### config.mk
export PLATFORM = sky130hd
export DESIGN_NAME = st2mm_tx_arbiter_flat
export DESIGN_NICKNAME = d
export VERILOG_FILES = /design/src/rtl/st2mm_tx_arbiter_if.sv /design/src/rtl/st2mm_tx_arbiter.sv /design/src/flat_wrapper.sv
export SDC_FILE = /design/constraint.sdc
export NUM_CORES = 1
export LEC_CHECK = 0
export BUFFER_PORTS_ARGS = -buffer_cell sky130_fd_sc_hd__buf_2
export CORE_AREA = 2 2 707 709
export CTS_CLUSTER_SIZE = 25
export DETAILED_ROUTE_END_ITERATION = 12
export DIE_AREA = 0 0 709 711
export PLACE_DENSITY = 0.3
export SLEW_MARGIN = 20
export SYNTH_ARGS = -nofsm -noshare
export SYNTH_HDL_FRONTEND = slang
export SYNTH_SLANG_ARGS = --single-unit
### constraint.sdc
create_clock -name clk -period 50.7 [get_ports clk]
set_clock_uncertainty 0.1 [all_clocks]
set_input_delay 5.07 -clock clk [delete_from_list [all_inputs] [get_ports clk]]
set_output_delay 5.07 -clock clk [all_outputs]
set_load 0.005 [all_outputs]
### src/rtl/st2mm_tx_arbiter_if.sv
// AXI-Stream bundle shared by the ST2MM TX arbiter sources and its output.
//   tvalid/tready : handshake
//   tdata         : payload, TDATA_WIDTH bits
//   tkeep         : byte enables, TDATA_WIDTH/8 bits
//   tlast         : end of packet
//   tuser         : tuser_vendor sideband, TUSER_WIDTH bits
// Modports: master drives the stream, slave drives tready.
interface st2mm_tx_arbiter_if #(
    parameter int unsigned TDATA_WIDTH = 512,
    parameter int unsigned TUSER_WIDTH = 10
);
    logic                     tvalid;
    logic                     tready;
    logic [TDATA_WIDTH-1:0]   tdata;
    logic [TDATA_WIDTH/8-1:0] tkeep;
    logic                     tlast;
    logic [TUSER_WIDTH-1:0]   tuser;

    modport master (output tvalid, output tdata, output tkeep, output tlast,
                    output tuser, input tready);
    modport slave  (input tvalid, input tdata, input tkeep, input tlast,
                    input tuser, output tready);
endinterface

### src/rtl/st2mm_tx_arbiter.sv
// Packet-level 2:1 arbiter merging the MMIO completion stream (s0) and the
// VDM/MCTP TX stream (s1) onto the single ST2MM TX AXI-S. Whole packets are
// granted (SOP..TLAST, never interleaved) through one registered output stage.
//
// Ports:
//   clk, rst_n      clock; synchronous active-low reset
//   s0              slave stream, src 0 (MMIO completions)
//   s1              slave stream, src 1 (VDM TX)
//   m               master stream toward the PCIe SS
//   gnt             one-hot current grant {s1,s0}; 2'b00 when idle
//   pkt_cnt0/1      per-source forwarded packet counters (wrap, no saturation)
//
// Build option: define ST2MM_TX_ARB_S0_PRIO_EN for strict priority to s0;
// otherwise sources are served round-robin.
module st2mm_tx_arbiter #(
    parameter int unsigned TDATA_WIDTH = 512,
    parameter int unsigned TUSER_WIDTH = 10,
    parameter int unsigned CNT_WIDTH   = 16
) (
    input  logic                 clk,
    input  logic                 rst_n,
    st2mm_tx_arbiter_if.slave    s0,
    st2mm_tx_arbiter_if.slave    s1,
    st2mm_tx_arbiter_if.master   m,
    output logic [1:0]           gnt,
    output logic [CNT_WIDTH-1:0] pkt_cnt0,
    output logic [CNT_WIDTH-1:0] pkt_cnt1
);

    typedef enum logic [1:0] {
        IDLE = 2'd0,
        GNT0 = 2'd1,
        GNT1 = 2'd2
    } state_t;

    state_t state, state_nxt;
    logic   last_gnt, last_gnt_nxt;   // 0 = s0 served last, 1 = s1

    logic   out_en;
    logic   acc0, acc1;
    logic   eop0, eop1;

    logic                     m_tvalid_q;
    logic [TDATA_WIDTH-1:0]   m_tdata_q;
    logic [TDATA_WIDTH/8-1:0] m_tkeep_q;
    logic                     m_tlast_q;
    logic [TUSER_WIDTH-1:0]   m_tuser_q;

    // Output register may load whenever it is empty or being drained.
    always_comb begin
        out_en    = ~m_tvalid_q | m.tready;
        s0.tready = (state == GNT0) & out_en;
        s1.tready = (state == GNT1) & out_en;
        acc0      = s0.tvalid & s0.tready;
        acc1      = s1.tvalid & s1.tready;
        eop0      = acc0 & s0.tlast;
        eop1      = acc1 & s1.tlast;
    end

    always_comb begin
        case (state)
            GNT0:    gnt = 2'b01;
            GNT1:    gnt = 2'b10;
            default: gnt = 2'b00;
        endcase
    end

    always_comb begin
        state_nxt    = state;
        last_gnt_nxt = last_gnt;
        case (state)
            IDLE: begin
`ifdef ST2MM_TX_ARB_S0_PRIO_EN
                if (s0.tvalid)      state_nxt = GNT0;
                else if (s1.tvalid) state_nxt = GNT1;
`else
                if (s0.tvalid && s1.tvalid) state_nxt = last_gnt ? GNT0 : GNT1;
                else if (s0.tvalid)         state_nxt = GNT0;
                else if (s1.tvalid)         state_nxt = GNT1;
`endif
            end
            GNT0: begin
                if (eop0) begin
                    last_gnt_nxt = 1'b0;
`ifdef ST2MM_TX_ARB_S0_PRIO_EN
                    // s0 is necessarily valid on its own tlast beat, so it
                    // keeps priority: re-arbitrate from IDLE (one bubble).
                    state_nxt = IDLE;
`else
                    state_nxt = s1.tvalid ? GNT1 : IDLE;
`endif
                end
            end
            GNT1: begin
                if (eop1) begin
                    last_gnt_nxt = 1'b1;
                    state_nxt    = s0.tvalid ? GNT0 : IDLE;
                end
            end
            default: state_nxt = IDLE;
        endcase
    end

    always_ff @(posedge clk) begin
        if (!rst_n) begin
            state    <= IDLE;
            last_gnt <= 1'b1;
        end else begin
            state    <= state_nxt;
            last_gnt <= last_gnt_nxt;
        end
    end

    always_ff @(posedge clk) begin
        if (!rst_n) begin
            m_tvalid_q <= 1'b0;
        end else if (out_en) begin
            m_tvalid_q <= acc0 | acc1;
        end
    end

    // Payload is don't-care while m_tvalid is low, so it carries no reset.
    always_ff @(posedge clk) begin
        if (acc0) begin
            m_tdata_q <= s0.tdata;
            m_tkeep_q <= s0.tkeep;
            m_tlast_q <= s0.tlast;
            m_tuser_q <= s0.tuser;
        end else if (acc1) begin
            m_tdata_q <= s1.tdata;
            m_tkeep_q <= s1.tkeep;
            m_tlast_q <= s1.tlast;
            m_tuser_q <= s1.tuser;
        end
    end

    always_ff @(posedge clk) begin
        if (!rst_n) begin
            pkt_cnt0 <= '0;
            pkt_cnt1 <= '0;
        end else begin
            if (eop0) pkt_cnt0 <= pkt_cnt0 + CNT_WIDTH'(1);
            if (eop1) pkt_cnt1 <= pkt_cnt1 + CNT_WIDTH'(1);
        end
    end

    always_comb begin
        m.tvalid = m_tvalid_q;
        m.tdata  = m_tdata_q;
        m.tkeep  = m_tkeep_q;
        m.tlast  = m_tlast_q;
        m.tuser  = m_tuser_q;
    end

endmodule

### src/flat_wrapper.sv
// flat-port wrapper written by rule: the top's interface ports become plain ports
module st2mm_tx_arbiter_flat 
#(
    parameter int unsigned TDATA_WIDTH = 512,
    parameter int unsigned TUSER_WIDTH = 10,
    parameter int unsigned CNT_WIDTH   = 16
)
  (clk, rst_n, gnt, pkt_cnt0, pkt_cnt1, s0_tvalid, s0_tdata, s0_tkeep, s0_tlast, s0_tuser, s0_tready, s1_tvalid, s1_tdata, s1_tkeep, s1_tlast, s1_tuser, s1_tready, m_tvalid, m_tdata, m_tkeep, m_tlast, m_tuser, m_tready);
  st2mm_tx_arbiter_if #(.TDATA_WIDTH(TDATA_WIDTH), .TUSER_WIDTH(TUSER_WIDTH)) s0_i ();
  st2mm_tx_arbiter_if #(.TDATA_WIDTH(TDATA_WIDTH), .TUSER_WIDTH(TUSER_WIDTH)) s1_i ();
  st2mm_tx_arbiter_if #(.TDATA_WIDTH(TDATA_WIDTH), .TUSER_WIDTH(TUSER_WIDTH)) m_i ();
  input  logic clk;
  input  logic rst_n;
  output logic [1:0] gnt;
  output logic [CNT_WIDTH-1:0] pkt_cnt0;
  output logic [CNT_WIDTH-1:0] pkt_cnt1;
  input wire logic [$bits(s0_i.tvalid)-1:0] s0_tvalid;
  input wire logic [$bits(s0_i.tdata)-1:0] s0_tdata;
  input wire logic [$bits(s0_i.tkeep)-1:0] s0_tkeep;
  input wire logic [$bits(s0_i.tlast)-1:0] s0_tlast;
  input wire logic [$bits(s0_i.tuser)-1:0] s0_tuser;
  output wire logic [$bits(s0_i.tready)-1:0] s0_tready;
  input wire logic [$bits(s1_i.tvalid)-1:0] s1_tvalid;
  input wire logic [$bits(s1_i.tdata)-1:0] s1_tdata;
  input wire logic [$bits(s1_i.tkeep)-1:0] s1_tkeep;
  input wire logic [$bits(s1_i.tlast)-1:0] s1_tlast;
  input wire logic [$bits(s1_i.tuser)-1:0] s1_tuser;
  output wire logic [$bits(s1_i.tready)-1:0] s1_tready;
  output wire logic [$bits(m_i.tvalid)-1:0] m_tvalid;
  output wire logic [$bits(m_i.tdata)-1:0] m_tdata;
  output wire logic [$bits(m_i.tkeep)-1:0] m_tkeep;
  output wire logic [$bits(m_i.tlast)-1:0] m_tlast;
  output wire logic [$bits(m_i.tuser)-1:0] m_tuser;
  input wire logic [$bits(m_i.tready)-1:0] m_tready;
  assign s0_i.tvalid = s0_tvalid;
  assign s0_i.tdata = s0_tdata;
  assign s0_i.tkeep = s0_tkeep;
  assign s0_i.tlast = s0_tlast;
  assign s0_i.tuser = s0_tuser;
  assign s0_tready = s0_i.tready;
  assign s1_i.tvalid = s1_tvalid;
  assign s1_i.tdata = s1_tdata;
  assign s1_i.tkeep = s1_tkeep;
  assign s1_i.tlast = s1_tlast;
  assign s1_i.tuser = s1_tuser;
  assign s1_tready = s1_i.tready;
  assign m_tvalid = m_i.tvalid;
  assign m_tdata = m_i.tdata;
  assign m_tkeep = m_i.tkeep;
  assign m_tlast = m_i.tlast;
  assign m_tuser = m_i.tuser;
  assign m_i.tready = m_tready;
  st2mm_tx_arbiter #(.TDATA_WIDTH(TDATA_WIDTH), .TUSER_WIDTH(TUSER_WIDTH), .CNT_WIDTH(CNT_WIDTH)) u_core (.clk(clk), .rst_n(rst_n), .s0(s0_i), .s1(s1_i), .m(m_i), .gnt(gnt), .pkt_cnt0(pkt_cnt0), .pkt_cnt1(pkt_cnt1));
endmodule
==> out/qor.yml <==
outcome:
  status: "complete, no violations"
finish:
  layout_commonest_cell: "buf_2"
  layout_common_cells: "1,802 x buf_2, 587 x edfxtp_1, 557 x mux2_2"
  fin_util: 0.0948
  multiInputGateArea_um2: 7690
  drive_gt1_frac: 0.747
  areaGrowthSynthToFinish_pct: 77.5
  nNetsFinal: 4483
  fill_cells: 57400
  regArea_um2: 18300
  final_cell_area_um2: 47100
sta:
  worst_slew_pin_slew_ps: 958
  finalCriticalPeriod_ps: 11320
  holdWs_ps: 400
  finalHoldViolCount: 0
  fin_tns_setup_ps: 0
  drv_slew: 0
  maxSlewHeadroom: 0.362
  post-route-period-util: 0.223
  rsz0062_at_grt: "no"
  finalSetupViolations: 0
  fmax_ghz: 0.0884
place:
  place_area_um2: 43600
  gp_congestion: 0.945
  portBuffers: 1802
  hpwl_mm: 320
drt:
  via_per_inst: 2.42
  drt_iter0_markers: 1630
  drc: 0
  wirelength_mm: 349
  dr_total_vias: 24800
  dr.pass1.iters: 5
  ant_nets: 0
  wl_per_cell_um: 34.2
global_route:
  grt_pass1_vias: 23700
  grt_max_degree: 122
  grt_pass1_wl_mm: 401
  grt_overflow: 0
  antenna_found_initial: 558
  grt.total_usage: 0.133
synthesis:
  async_flop_share: 0
  ys_warn_count: 0
  yosys.area.top_type_share: 0.665
  synth_area_leaders: "edfxtp_1 66%, mux2_2 24%, dfxtp_1 2.7%"
  ys_ff_latch: 623
  synthFlopType: "edfxtp_1"
  syn_inst: 1453
  ys_seq_area_frac: 0.692
  synth_edf_count: 587
  synth_area_um2: 26500
  synth_cell_types: 40
  synthesis.nets: 2640
  synth_area_leader_cell: "edfxtp_1"
  syn_area_per_cell_um2: 18.2
critical_path:
  reg2reg_from: "u_core.state[1]"
  path_class: "primary input to output port"
  critPathLaunchType: "primary input"
  cp_data_arrival_time_ps: 6150
  cp.required_ps: 45530
  crit_path_end_kind: "output port"
  r2r_end: "u_core.m.tkeep[4]"
  worstSetupEndpoint: "s0_tready"
  critPathMaxFanout: 18
  critical_path.startpoint: "m_tready"
  r2r_slack_ps: 43280
  r2r_cells: 10
floorplan:
  die_w_um: 709
  core_um2: 496000
  fp.dieH_um: 711
  rows: 259
  start_util: 0.0534
  io_pins: 1803
  dieArea_um2: 504000
clocking:
  clock-sinks: 623
  cts_root_buffer: "clkbuf_16"
  clk_pin_slew_ps: 60
  tritoncts: "yes"
  hold_buffers: 0
  cts-htree-levels: 3
  cts_setup_buffers: 0
  cts_resized: 0
  cts_buffers: 94
  ctsLongestPathBuffers: 4
  insertion_delay_ps: 820
run:
  drv_cap: 0
power:
  finalPower_uw: 1980
  power.leakage_uw: 0.0172
  vdd_drop_max_mv: 0.0236
  power.density_nw_per_um2: 42.1
worst_hold_path:
  hp-class: "flip-flop to flip-flop"
[per-layer routing]
metal | vias to the layer above | wire length, um | track usage | share of wire
met5 | - | 1890 | 0 | 0.0054
met4 | 280 | 16400 | 0.0471 | 0.047
met3 | 1104 | 51900 | 0.0874 | 0.15
met2 | 2064 | 165000 | 0.225 | 0.47
met1 | 11600 | 115000 | 0.130 | 0.33
li1 | 9688 | - | - | -
[report_power, final]
part,internal (uW),switching [uW]
logic,196,319
registers,746,54.0
clock network,384,282
total,1330,655
[critical path, stage by stage]
cell and delay, ps:
buf_2 80, nand2b_1 160, buf_4 280, and2_1 360, buf_2 190
[synth_stat cells, types with 10 or more instances]
cell type	n
edfxtp_1	587
mux2_2	557
buf_2	37
dfxtp_1	36
buf_4	31
mux2_1	29
a21oi_1	19
nand2_1	16
nor2_1	14
o31ai_1	12
or4_1	12
nand4_1	10
xor2_1	10
[area by class of cell]
| type | instances | area share |
|---|---|---|
| flip-flops and latches | 623 | 0.390 |
| repair buffers | 1823 | 0.196 |
| clock buffers | 117 | 0.0523 |
| clock inverters | 52 | 0.0108 |
| multi-input cells | 748 | 0.164 |
| inverters | 6 | 0.000479 |
| diodes | 192 | 0.0102 |
| well taps | 6655 | 0.177 |
[registers in the layout (all words and copies together), names as in the netlist]
register,cells
u_core.last_gnt,1
u_core.pkt_cnt0,16
u_core.m.tlast,1
u_core.m.tdata,512
u_core.m.tuser,10
u_core.m.tkeep,64
u_core.pkt_cnt1,16
u_core.state,2
u_core.m.tvalid,1
[logic make-up after synthesis]
| group | count (synthesis) | share of synthesized area |
|---|---|---|
| xor gates and xnor gates | 10 | 0.00330 |
| adders and majority gates | 8 | 0.00378 |
| buffers and inverters | 82 | 0.0186 |
| muxes | 591 | 0.251 |
| and+or+nand+nor | 92 | 0.0203 |
| AOI/OAI and AO/OA | 47 | 0.0110 |
| DFF | 623 | 0.692 |
[metrics by stage]
step                      setup WS (ps)  instances
after floorplan                   31110       1453
after global placement            38130       9855
after detailed placement          37960       9855
after CTS                         38960      10000
after global routing              39010      10100
final                             39380      10200
[worst min path at each step]
stage	slack (ps)	cells past startpoint	from	to
after global placement	370	2	u_core.pkt_cnt1[15]	u_core.pkt_cnt1[15]
final	400	2	u_core.pkt_cnt1[13]	u_core.pkt_cnt1[13]
after detailed placement	390	2	u_core.pkt_cnt1[13]	u_core.pkt_cnt1[13]
after floorplan	370	2	u_core.pkt_cnt0[15]	u_core.pkt_cnt0[15]
after global routing	430	2	u_core.pkt_cnt1[13]	u_core.pkt_cnt1[13]
after CTS	400	2	u_core.pkt_cnt1[15]	u_core.pkt_cnt1[15]
No activity file was read; power rests on OpenSTA's default activity.
